**src/rtl/mem_pkg.sv**
```systemverilog
// Shared definitions for the byte-wide data-memory port: access FSM states and
// the default memory map used by both the initiator and the data-memory responder.
package mem_pkg;

   typedef enum logic [1:0] {
      IDLE = 2'd0,
      BUSY = 2'd1,
      DONE = 2'd2
   } state_t;

   localparam int          BYTES_PER_WORD = 4;
   localparam logic [31:0] DEF_BASE_ADDR  = 32'd1024;
   localparam int unsigned DEF_MEM_BYTES  = 256;

endpackage

```
**src/rtl/mem_byte_initiator.sv**
```systemverilog
// MEM-stage initiator: splits one word load/store into four byte transactions on a
// req/ack bus and stalls the pipeline meanwhile. Define MEM_RANGE_CHECK_EN to reject
// offsets beyond the responder capacity with an err pulse instead of a bus access.
module mem_byte_initiator
   import mem_pkg::*;
#(
   parameter logic [31:0] BASE_ADDR = DEF_BASE_ADDR
`ifdef MEM_RANGE_CHECK_EN
   ,
   parameter int unsigned MEM_BYTES = DEF_MEM_BYTES
`endif
) (
   input  logic        clk,
   input  logic        rst,
   input  logic        mem_r_en,
   input  logic        mem_w_en,
   input  logic [31:0] address,
   input  logic [31:0] dataToWrite,
   output logic [31:0] result,
   output logic        freeze,
   output logic        err,
   output logic        bus_req,
   output logic        bus_we,
   output logic [31:0] bus_addr,
   output logic [7:0]  bus_wdata,
   input  logic [7:0]  bus_rdata,
   input  logic        bus_ack
);

   localparam logic [1:0] LAST_IDX = 2'(BYTES_PER_WORD - 1);

   state_t      state_q, state_d;
   logic [1:0]  idx_q;
   logic        we_q;
   logic [31:0] base_q;
   logic [31:0] wdata_q;
   logic [31:0] rdata_q;

   logic        req;
   logic [31:0] base_in;
   logic        range_bad;
   logic        unused_addr_bits;

   assign req              = mem_r_en | mem_w_en;
   assign base_in          = {address[31:2], 2'b00} - BASE_ADDR;
   assign unused_addr_bits = ^address[1:0];

`ifdef MEM_RANGE_CHECK_EN
   logic err_q;
   // Unsigned compare also catches offsets that wrapped below BASE_ADDR.
   assign range_bad = (base_in >= 32'(MEM_BYTES));
`else
   assign range_bad = 1'b0;
`endif

   always_ff @(posedge clk or negedge rst) begin
      if (!rst) state_q <= IDLE;
      else      state_q <= state_d;
   end

   always_comb begin
      state_d = state_q;
      case (state_q)
         IDLE:    if (req) state_d = range_bad ? DONE : BUSY;
         BUSY:    if (bus_ack && (idx_q == LAST_IDX)) state_d = DONE;
         DONE:    state_d = IDLE;
         default: state_d = IDLE;
      endcase
   end

   // NOTE: sequential state uses non-blocking assignments so every register samples
   // the pre-edge values; the read word is reset too, so no stale bytes survive a reset.
   always_ff @(posedge clk or negedge rst) begin
      if (!rst) begin
         idx_q   <= '0;
         we_q    <= 1'b0;
         base_q  <= '0;
         wdata_q <= '0;
         rdata_q <= '0;
`ifdef MEM_RANGE_CHECK_EN
         err_q   <= 1'b0;
`endif
      end else begin
         if (state_q == IDLE && req) begin
            idx_q   <= '0;
            we_q    <= mem_w_en;
            base_q  <= base_in;
            wdata_q <= dataToWrite;
`ifdef MEM_RANGE_CHECK_EN
            err_q   <= range_bad;
`endif
         end else if (state_q == BUSY && bus_ack) begin
            if (!we_q) rdata_q[8*idx_q +: 8] <= bus_rdata;
            idx_q <= idx_q + 2'd1;
         end
      end
   end

   // Bus outputs decode only registered state, so they hold steady through wait states.
   always_comb begin
      // NOTE: every output is defaulted first so no branch can infer a latch.
      bus_req   = 1'b0;
      bus_we    = 1'b0;
      bus_addr  = '0;
      bus_wdata = '0;
      result    = '0;
      err       = 1'b0;
      freeze    = rst & (((state_q == IDLE) & req) | (state_q == BUSY));
      case (state_q)
         BUSY: begin
            bus_req   = 1'b1;
            bus_we    = we_q;
            bus_addr  = base_q + 32'(idx_q);
            bus_wdata = wdata_q[8*idx_q +: 8];
         end
         DONE: begin
`ifdef MEM_RANGE_CHECK_EN
            err = err_q;
            if (!we_q && !err_q) result = rdata_q;
`else
            if (!we_q) result = rdata_q;
`endif
         end
         default: ;
      endcase
   end

endmodule

```
**config.mk**
```make
export PLATFORM = sky130hd
export DESIGN_NAME = mem_byte_initiator
export DESIGN_NICKNAME = d
export VERILOG_FILES = /design/src/rtl/mem_pkg.sv /design/src/rtl/mem_byte_initiator.sv
export SDC_FILE = /design/constraint.sdc
export NUM_CORES = 1
export LEC_CHECK = 0
export CAP_MARGIN = 20
export CORE_MARGIN = 10
export CORE_UTILIZATION = 42
export DETAILED_ROUTE_END_ITERATION = 8
export HOLD_SLACK_MARGIN = 0.1
export PLACE_DENSITY = 0.83
export SYNTH_ARGS = -nofsm -noshare
export SYNTH_HDL_FRONTEND = slang
export SYNTH_SLANG_ARGS = --single-unit
```
**constraint.sdc**
```tcl
create_clock -name clk -period 1.84 [get_ports clk]
set_input_delay 0.368 -clock clk [delete_from_list [all_inputs] [get_ports clk]]
set_output_delay 0.368 -clock clk [all_outputs]
set_load 0.05 [all_outputs]
```
Word-level counts from Yosys, hierarchy flattened
Cells that the tools add are included.

word-level totals
  register bits after elaboration = 101
  latch bits = 0
  memory bits (writable) = 0
  bits in read-only memories = 0
  bits of input ports = 77
  output and inout port bits = 76
  logic and storage cells = 43
  memories = 0

operators by class
  $add $sub $neg = 4
  multiply operators = 0
  divide/modulo/power cells = 0
  $lt $le $gt $ge = 0
  equality and inequality tests = 5
  shift operators = 3
  multiplexer cells = 12
  bitwise logic cells = 6
  reductions and logical operators = 7

operators with widths
  operator                                                                  number
  32-bit two-way mux                                                        3
  5-bit negator with 34-bit output                                          1
  8-bit by 34-bit variable shift with 32-bit output (first input constant)  1
  8-bit by 34-bit indexed part select with 32-bit output                    1
  32-bit by 2-bit adder with 32-bit output                                  1
  32-bit bitwise mux                                                        1
  32-bit by 6-bit indexed part select with 8-bit output                     1
  32-bit by 11-bit subtractor with 32-bit output (second input constant)    1
  2-bit two-way mux                                                         4
  8-bit two-way mux                                                         1
  2-bit == test (second input constant)                                     2
  2-bit inequality test (second input constant)                             2
  2-bit case mux with 2 select lines                                        1
  1-bit logical AND                                                         3
  3-bit AND reduction                                                       1
  2-bit by 1-bit adder with 2-bit output (second input constant)            1
  1-bit bitwise AND                                                         2
  2-bit by 1-bit == test with 1-bit output (second input constant)          1
  2-bit logical NOT                                                         1
  1-bit two-way mux                                                         2
  1-bit inverter                                                            2
  1-bit bitwise OR                                                          2
  2-bit AND reduction                                                       1
  2-bit nonzero test                                                        1

Logic depth before layout (Yosys ltp)
  depth in word-level cells = 4
  mapped depth = 7
  gate-level depth less buffers = 7

Worst setup path before layout
OpenSTA, ideal clock, no wires.

  path kind = register to output
  start point = reg state_q[0]
  end point = out bus_wdata[0]
  data arrival time = 2013 ps
  required time = 1472 ps
  slack = -541 ps
  cell stages (with the launch flop) = 5
  buffers on the path = 2
  cell sequence = dfrtp_1 > nor2b_1 > clkbuf_1 > clkbuf_1 > and2_1

between the ends
  word-level cells in the longest chain between the ends = 2

RTL lines
  item                                      RTL line                   RTL
  from (decl)                               mem_byte_initiator.sv:32   state_t state_q, state_d;
  from (signal assigned)                    mem_byte_initiator.sv:58   else state_q <= state_d;
  2-bit by 1-bit == test with 1-bit output  mem_byte_initiator.sv:109  case (state_q)
  8-bit two-way mux                         mem_byte_initiator.sv:109
  to (decl)                                 mem_byte_initiator.sv:25   output logic [7:0] bus_wdata,

Every way passes these cells.

Worst setup path after layout
  start point = reg idx_q[0]
  end point = out bus_wdata[5]

between the ends
  word-level cells in the longest chain between the ends = 2

RTL lines
  item                                                   RTL line                   RTL
  from (decl)                                            mem_byte_initiator.sv:33   logic [1:0] idx_q;
  from (signal assigned)                                 mem_byte_initiator.sv:94   idx_q <= idx_q + 2'd1;
  32-bit by 6-bit indexed part select with 8-bit output  mem_byte_initiator.sv:114  bus_wdata = wdata_q[8*idx_q +: 8];
  8-bit two-way mux                                      mem_byte_initiator.sv:109

Every way passes these cells.

==> reports/results.ini <==
[global_route]
grt_usage_pct=20.4
antenna_found_initial=0
grt_pass1_vias=5053
grt_pass1_wl_um=26700
grt_max_degree=100
grt-ovfl-total=0

[floorplanning]
io_pins=153
core_area_mm2=0.0114
dieWidth_um=128
rows=39
die_h_um=128
start_util_pct=42.8
dieArea_mm2=0.0163

[pwr]
ir_drop_v=0.00123
power_mw=14.6
p_per_area_mw_per_mm2=1690
p_leak_nw=3.95

[hold_path]
min_path_type=primary input to asynchronous set/reset pin

[timing]
drv_slew=0
period_share_pct=112
finalSetupViolCount=74
clock.fmax_mhz=484
finalClockSkew_ns=0.00501
rsz0062_at_grt=yes
min_period_ns=2.06
setup_ws_ns=-0.224
slew_headroom_pct=64.8
worst_pin_slew_ns=0.528
hold_viol_final=0

[yosys]
synth_top_area_cell=dfrtp_1
synth_cell_types=32
synth_seq_cells=99
netlist_area_mm2=0.00489
synth_area_leaders=dfrtp_1 (51%), nand2_1 (17%), and2_1 (9.3%)
synth_warnings=0
synth_cells=560
mappedNetlistNets=643
syn_avg_cell_area_um2=8.72
yosysSeqAreaShare_pct=50.7
synth_top_area_share_pct=50.7

[final_layout]
register_area_mm2=0.00248
final_common_cell=nand2_1
layout_common_cells=nand2_1 (218), dfrtp_1 (95), buf_12 (77)
syn2layout_area_growth_pct=77.3
final_net_count=842
antenna_cells=0
multiInputGateArea_mm2=0.00263
stdcell_count=907
n_fill_cell=709
drive_above_1_share_pct=35.5

[detailed_routing]
drt_first_iter_violations=342
ant_nets=0
dr.pass1.iters=5
vias=4768
wl_um=17200
wl_per_cell_um=19.0
drc=0
viasPerCell=5.26

[clock_network]
insertion_delay_ns=0.34
clock-sinks=99
hold_buffers=0
cts_tree=done
clockBufferDepth=2
cts_root_buf=clkbuf_16
cts-buffers-inserted=9
clk_pin_slew_ns=0.07
htreeDepth=3

[placement]
dp_hpwl_um=11200
gp_congestion=0.877
place_inst=864
preCtsSetupSlack_ns=-0.469
io_buffers=149

[run_status]
violations=setup timing
run_status=finished with violations

[run]
maxCapViolations=0

[critical_path]
endpoint_kind=primary output
cp_max_fo=5
arrival_ns=1.70
crit_path_start_kind=flop
crit_required_ns=1.47
worstSetupPathType=flop to primary output

cells in the mapped netlist:
library cell	number
nor3_1	8
and4b_1	1
buf_4	1
nand3b_1	1
and2b_1	1
or3b_2	1
and4bb_1	1
nand3_1	6
and2_1	73
buf_1	1
or3_1	1
nor2b_1	3
inv_1	4
o21ai_1	4
conb_1	1
a21oi_1	1
mux2_2	1
nor3b_1	5
o21ai_0	49
nor4_1	6
xor2_1	10
xnor2_1	10
or4b_4	1
dfrtp_1	99
mux4_2	8
nand4b_1	2
ha_1	6
clkbuf_1	27
nor2_1	8
and3_1	1
a31oi_1	1
nand2_1	218
per-stage QoR:
step                      area, µm²  TNS, ns  utilization (%)  hold WS (ns)
after floorplan                4970    -2.05                -        0.0724
after global placement         7560    -7.91             66.3         0.450
after detailed placement       7560    -9.62             66.3         0.461
after CTS                      8430   -10.04             73.9         0.133
after global routing           8660   -16.94             75.8         0.138
final                          8660   -12.06             75.8         0.104
layer usage:
metal / share of wire, % / wire (µm) / GRT usage, % / up-vias
li1: - / - / - / 2199
met1: 37 / 6340 / 21.8 / 2343
met2: 53 / 9090 / 36.7 / 188
met3: 7.4 / 1280 / 6.91 / 38
met4: 2.9 / 505 / 6.75 / 0
met5: 0 / 0 / 0 / -
timing repair:
item                                    4_1_cts  5_1_grt
endpoints found under the setup margin       84      115
pin swaps                                    39       27
setup buffers                                13        5
gates resized for setup                     111       50
gates cloned                                  7        3
power by group:
group | total, mW | switching [mW] | internal [mW]
Combinational | 8.90 | 4.57 | 4.33
Sequential | 3.77 | 0.613 | 3.16
Clock | 1.98 | 0.791 | 1.19
path summary, 6_finish.rpt:
kind	from	to	slack, ns	depth (start not counted)
setup / recovery	idx_q[0]$_DFFE_PN0P_	bus_wdata[5]	-0.22	4
hold / removal	rst	base_q[13]$_DFFE_PN0P_	0.10	2
setup reg to reg	idx_q[0]$_DFFE_PN0P_	rdata_q[3]$_DFFE_PN0P_	0.01	8
hold reg to reg	wdata_q[0]$_DFFE_PN0P_	wdata_q[0]$_DFFE_PN0P_	0.48	2
max in group asynchronous	rst	idx_q[0]$_DFFE_PN0P_	1.32	2
min in group clk	address[14]	base_q[14]$_DFFE_PN0P_	0.44	3
sequential cells by signal (all words and copies together) (netlist names):
register,count
wdata_q,32
state_q,2
base_q,30
idx_q,2
we_q,1
rdata_q,32
cells by family (layout without fill, tap and decap cells):
logic type,count (synthesis),in the layout,synth area share (%)
and+or+nand+nor,337,337,31.9
xor gates and xnor gates,20,20,3.58
muxes,9,9,3.92
DFF,99,99,50.7
buffers and inverters,33,237,2.61
AOI/OAI and AO/OA,55,55,5.66
other,1,1,0.0768
adders and majority gates,6,6,1.54
worst max-delay path, stage by stage (launching register included):
cell	delay (ns)
dfrtp_2	0.41
buf_12	0.14
mux4_2	0.50
and2_4	0.16
buf_8	0.14
area by class of cell:
type                            count  share of cell area, %
Clock buffer                       11                   2.69
Clock inverter                      5                  0.896
Inverter                            4                  0.202
Multi-Input combinational cell    428                   30.3
Sequential cell                    99                   28.7
Tap cell                          143                   2.07
Timing Repair Buffer              217                   35.1
Note: power is estimated with default switching activity, not from simulation.
